===== config.mk =====
export PLATFORM = sky130hd
export DESIGN_NAME = stepper_move_ctrl
export DESIGN_NICKNAME = d
export VERILOG_FILES = /design/src/rtl/stepper_move_ctrl.sv
export SDC_FILE = /design/constraint.sdc
export NUM_CORES = 1
export LEC_CHECK = 0
export CAP_MARGIN = 10
export CORE_UTILIZATION = 39
export DETAILED_ROUTE_END_ITERATION = 10
export HOLD_SLACK_MARGIN = 0.02
export SYNTH_ARGS = -nofsm -noshare
export SYNTH_HDL_FRONTEND = slang
export SYNTH_SLANG_ARGS = --single-unit

===== constraint.sdc =====
create_clock -name clk -period 7.51 [get_ports clk]
set_input_delay 1.502 -clock clk [delete_from_list [all_inputs] [get_ports clk]]
set_output_delay 1.502 -clock clk [all_outputs]
set_load 0.01 [all_outputs]

===== src/rtl/stepper_move_ctrl.sv =====
// stepper_move_ctrl
//   Motion sequencer for the stepper phase driver. It accepts a move command
//   (step count, direction, full/half step) over a valid/ready handshake. It
//   then issues one-cycle step pulses on a linear trapezoidal speed profile:
//   accelerate, cruise, decelerate.
//
//   Ports:
//     clk, rst       clock, synchronous active-high reset
//     cmd_valid/rdy  command handshake; cmd_ready is high only in IDLE
//     cmd_steps      number of steps to issue (0 completes immediately)
//     cmd_dir        1 = forward, 0 = reverse (latched into step_dir)
//     cmd_half       half-step request (latched into step_half)
//     abort          controlled stop: ramp down within the steps already used to accelerate
//     step_pulse     one-cycle step strobe
//     busy           high while a move is in progress, including the DONE cycle
//     done           one-cycle pulse when the move ends
//     steps_left     remaining steps
//     coil_off       coil release request
//
//   Build option: STEPPER_HOLD_RELEASE_EN. When it is defined, coil_off
//   releases the coils HOLD_CYCLES cycles after a move ends. When it is
//   undefined, coil_off is tied to 0.
module stepper_move_ctrl #(
  parameter int STEP_W      = 16,
  parameter int DIV_W       = 20,
  parameter int START_DIV   = 65536,
  parameter int MIN_DIV     = 4096,
  parameter int RAMP_DEC    = 256,
  parameter int HOLD_CYCLES = 1000000
) (
  input  logic              clk,
  input  logic              rst,
  input  logic              cmd_valid,
  output logic              cmd_ready,
  input  logic [STEP_W-1:0] cmd_steps,
  input  logic              cmd_dir,
  input  logic              cmd_half,
  input  logic              abort,
  output logic              step_pulse,
  output logic              step_dir,
  output logic              step_half,
  output logic              busy,
  output logic              done,
  output logic [STEP_W-1:0] steps_left,
  output logic              coil_off
);

  localparam int                EXT_W       = DIV_W + 1;
  localparam logic [DIV_W-1:0]  START_DIV_C = DIV_W'(START_DIV);
  localparam logic [DIV_W-1:0]  MIN_DIV_C   = DIV_W'(MIN_DIV);
  localparam logic [DIV_W-1:0]  RAMP_C      = DIV_W'(RAMP_DEC);
  localparam logic [DIV_W-1:0]  ONE_D       = DIV_W'(1);
  localparam logic [EXT_W-1:0]  START_EXT   = EXT_W'(START_DIV);
  localparam logic [EXT_W-1:0]  RAMP_EXT    = EXT_W'(RAMP_DEC);
  localparam logic [EXT_W-1:0]  FAST_LIMIT  = EXT_W'(MIN_DIV + RAMP_DEC);
  localparam logic [STEP_W-1:0] ONE_S       = STEP_W'(1);

  if (MIN_DIV < 2 || MIN_DIV > START_DIV || HOLD_CYCLES < 0) begin : g_cfg_check
    $error("stepper_move_ctrl: invalid divider or hold configuration");
  end

  typedef enum logic [2:0] {
    S_IDLE,
    S_ACCEL,
    S_CRUISE,
    S_DECEL,
    S_DONE
  } state_t;

  // Slow down by one ramp step, saturating at the standstill period.
  // The sum is computed one bit wider so it cannot wrap.
  function automatic logic [DIV_W-1:0] div_slower(input logic [DIV_W-1:0] d);
    logic [EXT_W-1:0] sum;
    sum = {1'b0, d} + RAMP_EXT;
    if (sum >= START_EXT) return START_DIV_C;
    return sum[DIV_W-1:0];
  endfunction

  // Speed up by one ramp step, saturating at the cruise period.
  // The comparison is made before subtracting so the result never underflows.
  function automatic logic [DIV_W-1:0] div_faster(input logic [DIV_W-1:0] d);
    if ({1'b0, d} <= FAST_LIMIT) return MIN_DIV_C;
    return d - RAMP_C;
  endfunction

  state_t            state_q, state_d;
  logic [DIV_W-1:0]  cur_div_q, cur_div_d;
  logic [DIV_W-1:0]  div_cnt_q, div_cnt_d;
  logic [STEP_W-1:0] accel_q, accel_d;
  logic [STEP_W-1:0] left_q, left_d;
  logic              dir_q, dir_d;
  logic              half_q, half_d;
  logic              pulse_q, pulse_d;
  logic              done_q, done_d;
  logic              busy_q, busy_d;
  logic              ready_q, ready_d;
  logic [STEP_W-1:0] new_left;
  logic              accept;

  assign accept = ready_q & cmd_valid;

  always_comb begin
    state_d   = state_q;
    cur_div_d = cur_div_q;
    div_cnt_d = div_cnt_q;
    accel_d   = accel_q;
    left_d    = left_q;
    dir_d     = dir_q;
    half_d    = half_q;
    pulse_d   = 1'b0;
    new_left  = left_q - ONE_S;

    case (state_q)
      S_IDLE: begin
        if (accept) begin
          dir_d     = cmd_dir;
          half_d    = cmd_half;
          left_d    = cmd_steps;
          cur_div_d = START_DIV_C;
          accel_d   = '0;
          div_cnt_d = START_DIV_C - ONE_D;
          state_d   = (cmd_steps == '0) ? S_DONE : S_ACCEL;
        end
      end
      S_ACCEL, S_CRUISE, S_DECEL: begin
        if (div_cnt_q == '0) begin
          pulse_d = 1'b1;
          left_d  = new_left;
          if (new_left == '0) begin
            state_d = S_DONE;
          end else begin
            case (state_q)
              S_ACCEL: begin
                // Start braking once the remaining steps equal the
                // steps already spent accelerating.
                if (new_left <= accel_q) begin
                  state_d   = S_DECEL;
                  cur_div_d = div_slower(cur_div_q);
                end else begin
                  accel_d   = accel_q + ONE_S;
                  cur_div_d = div_faster(cur_div_q);
                  if (cur_div_d == MIN_DIV_C) state_d = S_CRUISE;
                end
              end
              S_CRUISE: begin
                if (new_left <= accel_q) begin
                  state_d   = S_DECEL;
                  cur_div_d = div_slower(cur_div_q);
                end
              end
              default: cur_div_d = div_slower(cur_div_q);
            endcase
          end
          div_cnt_d = cur_div_d - ONE_D;
        end else begin
          div_cnt_d = div_cnt_q - ONE_D;
        end

        // The abort clamp is applied after any step update in the same cycle.
        // The clamp target is the post-update acceleration count.
        if (abort && (state_q == S_ACCEL || state_q == S_CRUISE) && state_d != S_DONE) begin
          if (left_d > accel_d) left_d = accel_d;
          state_d = (left_d == '0) ? S_DONE : S_DECEL;
        end
      end
      S_DONE:  state_d = S_IDLE;
      default: state_d = S_IDLE;
    endcase

    done_d  = (state_d == S_DONE);
    busy_d  = (state_d != S_IDLE);
    ready_d = (state_d == S_IDLE);
  end

  always_ff @(posedge clk) begin
    if (rst) begin
      state_q   <= S_IDLE;
      cur_div_q <= START_DIV_C;
      div_cnt_q <= '0;
      accel_q   <= '0;
      left_q    <= '0;
      dir_q     <= 1'b0;
      half_q    <= 1'b0;
      pulse_q   <= 1'b0;
      done_q    <= 1'b0;
      busy_q    <= 1'b0;
      ready_q   <= 1'b1;
    end else begin
      state_q   <= state_d;
      cur_div_q <= cur_div_d;
      div_cnt_q <= div_cnt_d;
      accel_q   <= accel_d;
      left_q    <= left_d;
      dir_q     <= dir_d;
      half_q    <= half_d;
      pulse_q   <= pulse_d;
      done_q    <= done_d;
      busy_q    <= busy_d;
      ready_q   <= ready_d;
    end
  end

  assign cmd_ready  = ready_q;
  assign step_pulse = pulse_q;
  assign step_dir   = dir_q;
  assign step_half  = half_q;
  assign busy       = busy_q;
  assign done       = done_q;
  assign steps_left = left_q;

`ifdef STEPPER_HOLD_RELEASE_EN
  localparam int HOLD_W = (HOLD_CYCLES < 2) ? 1 : $clog2(HOLD_CYCLES + 1);

  logic [HOLD_W-1:0] hold_cnt_q, hold_cnt_d;
  logic              coil_off_q, coil_off_d;

  // The hold timer is armed on every entry to DONE, including zero-step and
  // aborted moves. It runs while idle, and a new accept cancels it.
  always_comb begin
    hold_cnt_d = hold_cnt_q;
    coil_off_d = coil_off_q;
    if (state_d == S_DONE && state_q != S_DONE) begin
      hold_cnt_d = HOLD_W'(HOLD_CYCLES);
      coil_off_d = 1'b0;
    end else if (accept) begin
      hold_cnt_d = '0;
      coil_off_d = 1'b0;
    end else if (!coil_off_q && (state_q == S_IDLE || state_q == S_DONE)) begin
      if (hold_cnt_q <= HOLD_W'(1)) begin
        hold_cnt_d = '0;
        coil_off_d = 1'b1;
      end else begin
        hold_cnt_d = hold_cnt_q - HOLD_W'(1);
      end
    end
  end

  always_ff @(posedge clk) begin
    if (rst) begin
      hold_cnt_q <= '0;
      coil_off_q <= 1'b1;
    end else begin
      hold_cnt_q <= hold_cnt_d;
      coil_off_q <= coil_off_d;
    end
  end

  assign coil_off = coil_off_q;
`else
  assign coil_off = 1'b0;
`endif

endmodule


Word level (Yosys, flattened, before mapping)
Index checks and enable logic that the tools add are counted.

storage, ports and cells
  register bits after elaboration = 81
  input port bits = 22
  word-level logic and storage cells = 119

cells by class
  add/subtract/negate cells = 6
  magnitude comparators = 4
  equal/unequal tests = 8
  mux-type cells = 71
  bitwise operators = 2
  reductions and logical operators = 17

operators by type and width
  cell                                                                                    number
  20-bit two-way mux                                                                      20
  16-bit two-way mux                                                                      13
  20-bit case mux with 2 select lines                                                     3
  16-bit case mux with 2 select lines                                                     2
  16-bit zero test                                                                        3
  20-bit by 1-bit subtractor with 20-bit output (second input constant)                   2
  3-bit two-way mux                                                                       10
  20-bit by 9-bit adder with 21-bit output (second input constant)                        1
  21-bit by 17-bit greater-or-equal comparator with 1-bit output (second input constant)  1
  1-bit two-way mux                                                                       21
  20-bit by 13-bit == test with 1-bit output (second input constant)                      1
  20-bit by 13-bit <= comparator with 1-bit output (second input constant)                1
  20-bit zero test                                                                        1
  20-bit by 9-bit subtractor with 20-bit output (second input constant)                   1
  16-bit by 1-bit adder with 16-bit output (second input constant)                        1
  16-bit > comparator                                                                     1
  16-bit <= comparator                                                                    1
  16-bit by 1-bit subtractor with 16-bit output (second input constant)                   1
  3-bit case mux with 2 select lines                                                      2
  3-bit by 2-bit == test with 1-bit output (second input constant)                        2
  3-bit zero test                                                                         2
  2-bit != test (second input constant)                                                   2
  2-bit AND reduction                                                                     2
  2-bit OR reduction                                                                      2
  other kinds (11)                                                                        12

Longest topological paths before layout
  depth after elaboration = 29
  depth in mapped cells = 29
  depth with buffers taken out = 27

Worst setup path before layout
Ideal clock, no wire load.

  kind = flip-flop to flip-flop
  start = register left_q[3] (netlist: steps_left[3])
  end = register left_q[7] (netlist: steps_left[7])
  setup time = 0.128 ns
  data arrival time = 5.801 ns
  path slack = 1.581 ns
  stages on the path, launching flop included = 26
  buffers on the path = 4
  cells stage by stage = dfxtp_1 -> buf_4 -> nor3_4 -> nand2_1 -> nor3_2 -> xnor2_1 -> inv_2 -> ha_1 -> nand4_1 -> a2111oi_4 -> o31a_1 -> nand3_1 -> clkbuf_1 -> nor4_1 -> xnor2_1 -> ha_1 -> nand4_1 -> a2111oi_0 -> a211oi_1 -> a21oi_1 -> clkbuf_1 -> nand2_1 -> buf_2 -> mux2i_1 -> a222oi_1 -> nor2_1

on the way
  longest elaborated chain between the ends = 13
  elaborated cells on any way between the ends = 24

RTL lines
  item                                           RTL line  RTL
  start, declared                                90        logic [STEP_W-1:0] left_q, left_d;
  start signal, assigned                         193       left_q <= left_d;
  16-bit by 1-bit subtractor with 16-bit output  111       new_left = left_q - ONE_S;
  16-bit <= comparator                           136, 146
  16-bit two-way mux                             136       if (new_left <= accel_q) begin
  16-bit two-way mux                             132       case (state_q)
  16-bit two-way mux                             129       if (new_left == '0) begin
  16-bit two-way mux                             126       if (div_cnt_q == '0) begin
  16-bit two-way mux                             113       case (state_q)
  16-bit > comparator                            162       if (left_d > accel_d) left_d = accel_d;
  16-bit two-way mux                             162
  16-bit two-way mux                             161       if (abort && (state_q == S_ACCEL || state_q == S_CRUISE) && state_d != S_DONE) begin
  16-bit two-way mux                             113
  16-bit two-way mux (*)                         161
  16-bit case mux with 2 select lines (*)        113

Every way passes the cells marked *; elsewhere a longest branch is shown, timed or not. The select of a mux whose other input is x is not followed.
A chain may end at the register's enable or synchronous reset.

Worst setup path in the final report
  start = register left_q[2] (netlist: steps_left[2])
  end = register state_q[1]

on the way
  longest elaborated chain between the ends = 15
  elaborated cells on any way between the ends = 26

RTL lines
  item                                           RTL line  RTL
  16-bit by 1-bit subtractor with 16-bit output  111
  16-bit <= comparator                           136, 146
  16-bit two-way mux                             136
  16-bit two-way mux                             132
  16-bit two-way mux                             129
  16-bit two-way mux                             126
  16-bit two-way mux                             113
  16-bit > comparator                            162
  16-bit two-way mux                             162
  16-bit two-way mux                             161
  16-bit two-way mux                             113
  16-bit zero test                               163       state_d = (left_d == '0) ? S_DONE : S_DECEL;
  3-bit two-way mux                              163
  3-bit two-way mux (*)                          161
  3-bit case mux with 2 select lines (*)         113
  end signal, assigned                           189       state_q <= state_d;
  end, declared                                  86        state_t state_q, state_d;

Marks and branches as above.

==> impl_metrics.sql <==
INSERT INTO impl_metrics (metric_group, metric, value, unit) VALUES
('grt', 'global_route_wire_length_before_repair', '38400', 'µm'),
('placed_design', 'post-place-ws', '684', 'ps'),
('clock_tree', 'cts.clk_slew.worst_paths', '70', 'ps'),
('clock_tree', 'cts_htree_levels', '3', ''),
('critical_path', 'worstSetupEndpointType', 'flip-flop', ''),
('floorplanning', 'die-height', '136', 'µm'),
('synth', 'yosysWarningCount', '0', ''),
('critical_path', 'startpoint_type', 'flip-flop', ''),
('grt', 'largest_net_degree_at_the_start_of_global_routing', '47', ''),
('critical_path', 'arrival_time_at_the_worst_endpoint', '7130', 'ps'),
('synth', 'synthAdderAreaFrac', '0.0693', ''),
('cells_and_area', 'final_net_count', '996', ''),
('floorplanning', 'placement_rows', '48', ''),
('floorplanning', 'initial_core_util', '0.403', ''),
('synth', 'synth_top_cell_area_share', '0.230', ''),
('synth', 'async_set_reset_flop_share_out_of_synthesis', '0', ''),
('grt', 'globalRouteTotalUtil', '0.270', ''),
('floorplanning', 'floorplan.die_area', '0.0186', 'mm²'),
('synth', 'ys_seq_area_frac', '0.230', ''),
('synth', 'synthesized_instance_count', '928', ''),
('sta', 'fin_skew', '8.16', 'ps'),
('synth', 'synthesis.nets', '989', ''),
('synth', 'synth.cell_area', '0.00704', 'mm²'),
('critical_path', 'criticalPathCategory', 'flip-flop to flip-flop', ''),
('sta', 'final_report_setup_violation_count', '0', ''),
('route', 'totalWireLength', '24200', 'µm'),
('synth', 'synth_top_flop_cell', 'sky130_fd_sc_hd__dfxtp_1', ''),
('synth', 'syn_avg_cell_area', '7.59', 'µm²'),
('synth', 'synth_simple_gate_area_frac', '0.276', ''),
('run_status', 'status', 'finished, final reports clean', ''),
('power', 'leakage', '2.99', 'nW'),
('sta', 'grt_setup_unrepaired', 'false', ''),
('hold_path', 'hold_path_class', 'flip-flop to flip-flop', ''),
('route', 'remaining_drc_errors', '0', ''),
('placed_design', 'gp_routability_congestion', '0.968', ''),
('clock_tree', 'cts_num_sinks', '81', ''),
('clock_tree', 'cts_tree', 'built', ''),
('placed_design', 'detailed_place.area', '0.00759', 'mm²'),
('synth', 'yosys.cell_types.count', '84', ''),
('sta', 'final.setup.worst_slack', '689', 'ps'),
('floorplanning', 'core_area', '0.0175', 'mm²'),
('placed_design', 'numPortBuffers', '43', ''),
('route', 'drt-wirelength-per-cell', '20.8', 'µm'),
('clock_tree', 'clock_tree.root_cell', 'sky130_fd_sc_hd__clkbuf_16', ''),
('route', 'via_per_inst', '6.18', ''),
('synth', 'synth_area_leaders', 'sky130_fd_sc_hd__dfxtp_1 (23%), sky130_fd_sc_hd__ha_1 (6.9%), sky130_fd_sc_hd__nor2_1 (5.0%)', ''),
('cells_and_area', 'syn2layout_area_growth', '12.3', '%'),
('route', 'final_antenna_net_count', '0', ''),
('critical_path', 'worst_setup_path_startpoint', 'steps_left[2]', ''),
('clock_tree', 'cts_buffer_count', '9', ''),
('critical_path', 'cp_slowest_cell', 'sky130_fd_sc_hd__a2111oi_4', ''),
('job', 'drv_cap', '0', ''),
('cells_and_area', 'nFillCells', '1764', ''),
('power', 'power_per_cell_area', '211', 'mW/mm²'),
('grt', 'global_route_total_overflow', '0', ''),
('critical_path', 'required_time_of_the_critical_path', '7810', 'ps'),
('synth', 'postSynthRegisterBits', '81', ''),
('critical_path', 'crit-reg2reg-launch', 'steps_left[2]', ''),
('sta', 'fmax', '147', 'MHz'),
('clock_tree', 'post-cts-setup-buffer-count', '0', ''),
('route', 'dr_total_vias', '7192', ''),
('hold_path', 'min_from', 'step_dir', ''),
('synth', 'most_frequently_used_cell_type_in_the_post_synthesis_netlist', 'sky130_fd_sc_hd__nor2_1', ''),
('cells_and_area', 'final_design_area_no_fill', '0.00791', 'mm²'),
('sta', 'hold_slack', '464', 'ps'),
('synth', 'synth_top_cell_by_area', 'sky130_fd_sc_hd__dfxtp_1', ''),
('synth', 'netlist_top_cells_count', 'sky130_fd_sc_hd__nor2_1 (94), sky130_fd_sc_hd__dfxtp_1 (81), sky130_fd_sc_hd__nand2_1 (67), sky130_fd_sc_hd__a21oi_1 (62), sky130_fd_sc_hd__o21ai_0 (45)', ''),
('sta', 'max-slew-margin-rel', '0.298', ''),
('grt', 'first_global_vias', '6763', ''),
('cells_and_area', 'drive_above_1_share', '0.0777', ''),
('power', 'ir_drop', '0.000116', 'V');
[routing by layer]
| metal | up-vias | GRT usage | part of all wire |
|---|---|---|---|
| li1 | 3454 | - | - |
| met1 | 3420 | 0.351 | 0.43 |
| met2 | 267 | 0.443 | 0.47 |
| met3 | 51 | 0.0440 | 0.066 |
| met4 | 0 | 0.108 | 0.032 |
| met5 | - | 0 | 0 |
[layout by cell type, fill, tap and decap left out, drive strengths merged, types with 6 or more instances in the layout]
cell type,count
inv,43
nor2b,6
xor2,24
nor3,44
nand2,68
and2,19
nand3,41
a21o,19
o21bai,7
nor4,28
a211oi,16
clkdlybuf4s50,42
clkbuf,10
o31ai,10
o21ai,45
mux2,6
ha,39
nand4,13
a41oi,7
mux2i,22
buf,14
nor2,94
dfxtp,81
or4,7
xnor2,39
a21oi,62
or3,12
o311ai,6
a31oi,8
o211ai,6
[area by class of cell]
type | instances | area (µm²) | share of cell area
well taps | 225 | 282 | 0.0356
clock inverters | 5 | 63.8 | 0.00806
repair buffers | 56 | 523 | 0.0661
clock buffers | 10 | 239 | 0.0302
inverters | 43 | 161 | 0.0204
multi-input cells | 744 | 5020 | 0.635
flip-flops and latches | 81 | 1620 | 0.205
[worst max-delay path: cells and delay by family, from the launching register on]
kind	cells	cell delay [ps]
AO/OA/AOI/OAI	7	2330
adder cells (fa/ha/maj)	2	670
buffers and inverters	2	370
XOR/XNOR	2	450
AND/OR/NAND/NOR	11	2540
flip-flops	1	400
[power breakdown]
group | leakage, nW | internal, mW | switching (mW)
Clock | 0.145 | 0.267 | 0.196
Sequential | 0.662 | 0.459 | 0.0512
Combinational | 2.19 | 0.264 | 0.430
Total | 2.99 | 0.990 | 0.677
[through the flow]
step / instances / power [mW] / utilization
finish: 1164 / 1.67 / 0.453
global route: 1164 / 1.76 / 0.453
CTS: 1164 / 1.66 / 0.452
detailed placement: 1149 / 1.19 / 0.434
global placement: 1149 / 1.19 / 0.434
floorplan: 928 / 0.987 / -
[state kept, by name, indices dropped and copies added, names as in the netlist]
| register | flops |
|---|---|
| step_pulse | 1 |
| busy | 1 |
| state_q | 3 |
| div_cnt_q | 20 |
| accel_q | 16 |
| steps_left | 16 |
| cur_div_q | 20 |
| cmd_ready | 1 |
| step_half | 1 |
| done | 1 |
| step_dir | 1 |
[final timing paths]
path	end	slack [ps]	cells past startpoint
worst max register to register	state_q[1]	690	24
worst min-delay path	step_dir	460	2
worst max-delay path	state_q[1]	690	24
worst min register to register	step_dir	460	2
[cells by family (layout without fill, tap and decap cells)]
group                      count (synthesis)  after routing
other                                      1              1
adders and majority gates                 39             39
and+or+nand+nor                          366            366
AOI/OAI and AO/OA                        247            247
muxes                                     28             28
DFF                                       81             81
buffers and inverters                    103            114
xor gates and xnor gates                  63             63
[repair_timing]
item	in CTS	in global routing
hold buffers	0	0
setup endpoints to repair	0	8
resized for setup	0	3
Power figures use the tool's default switching activity.
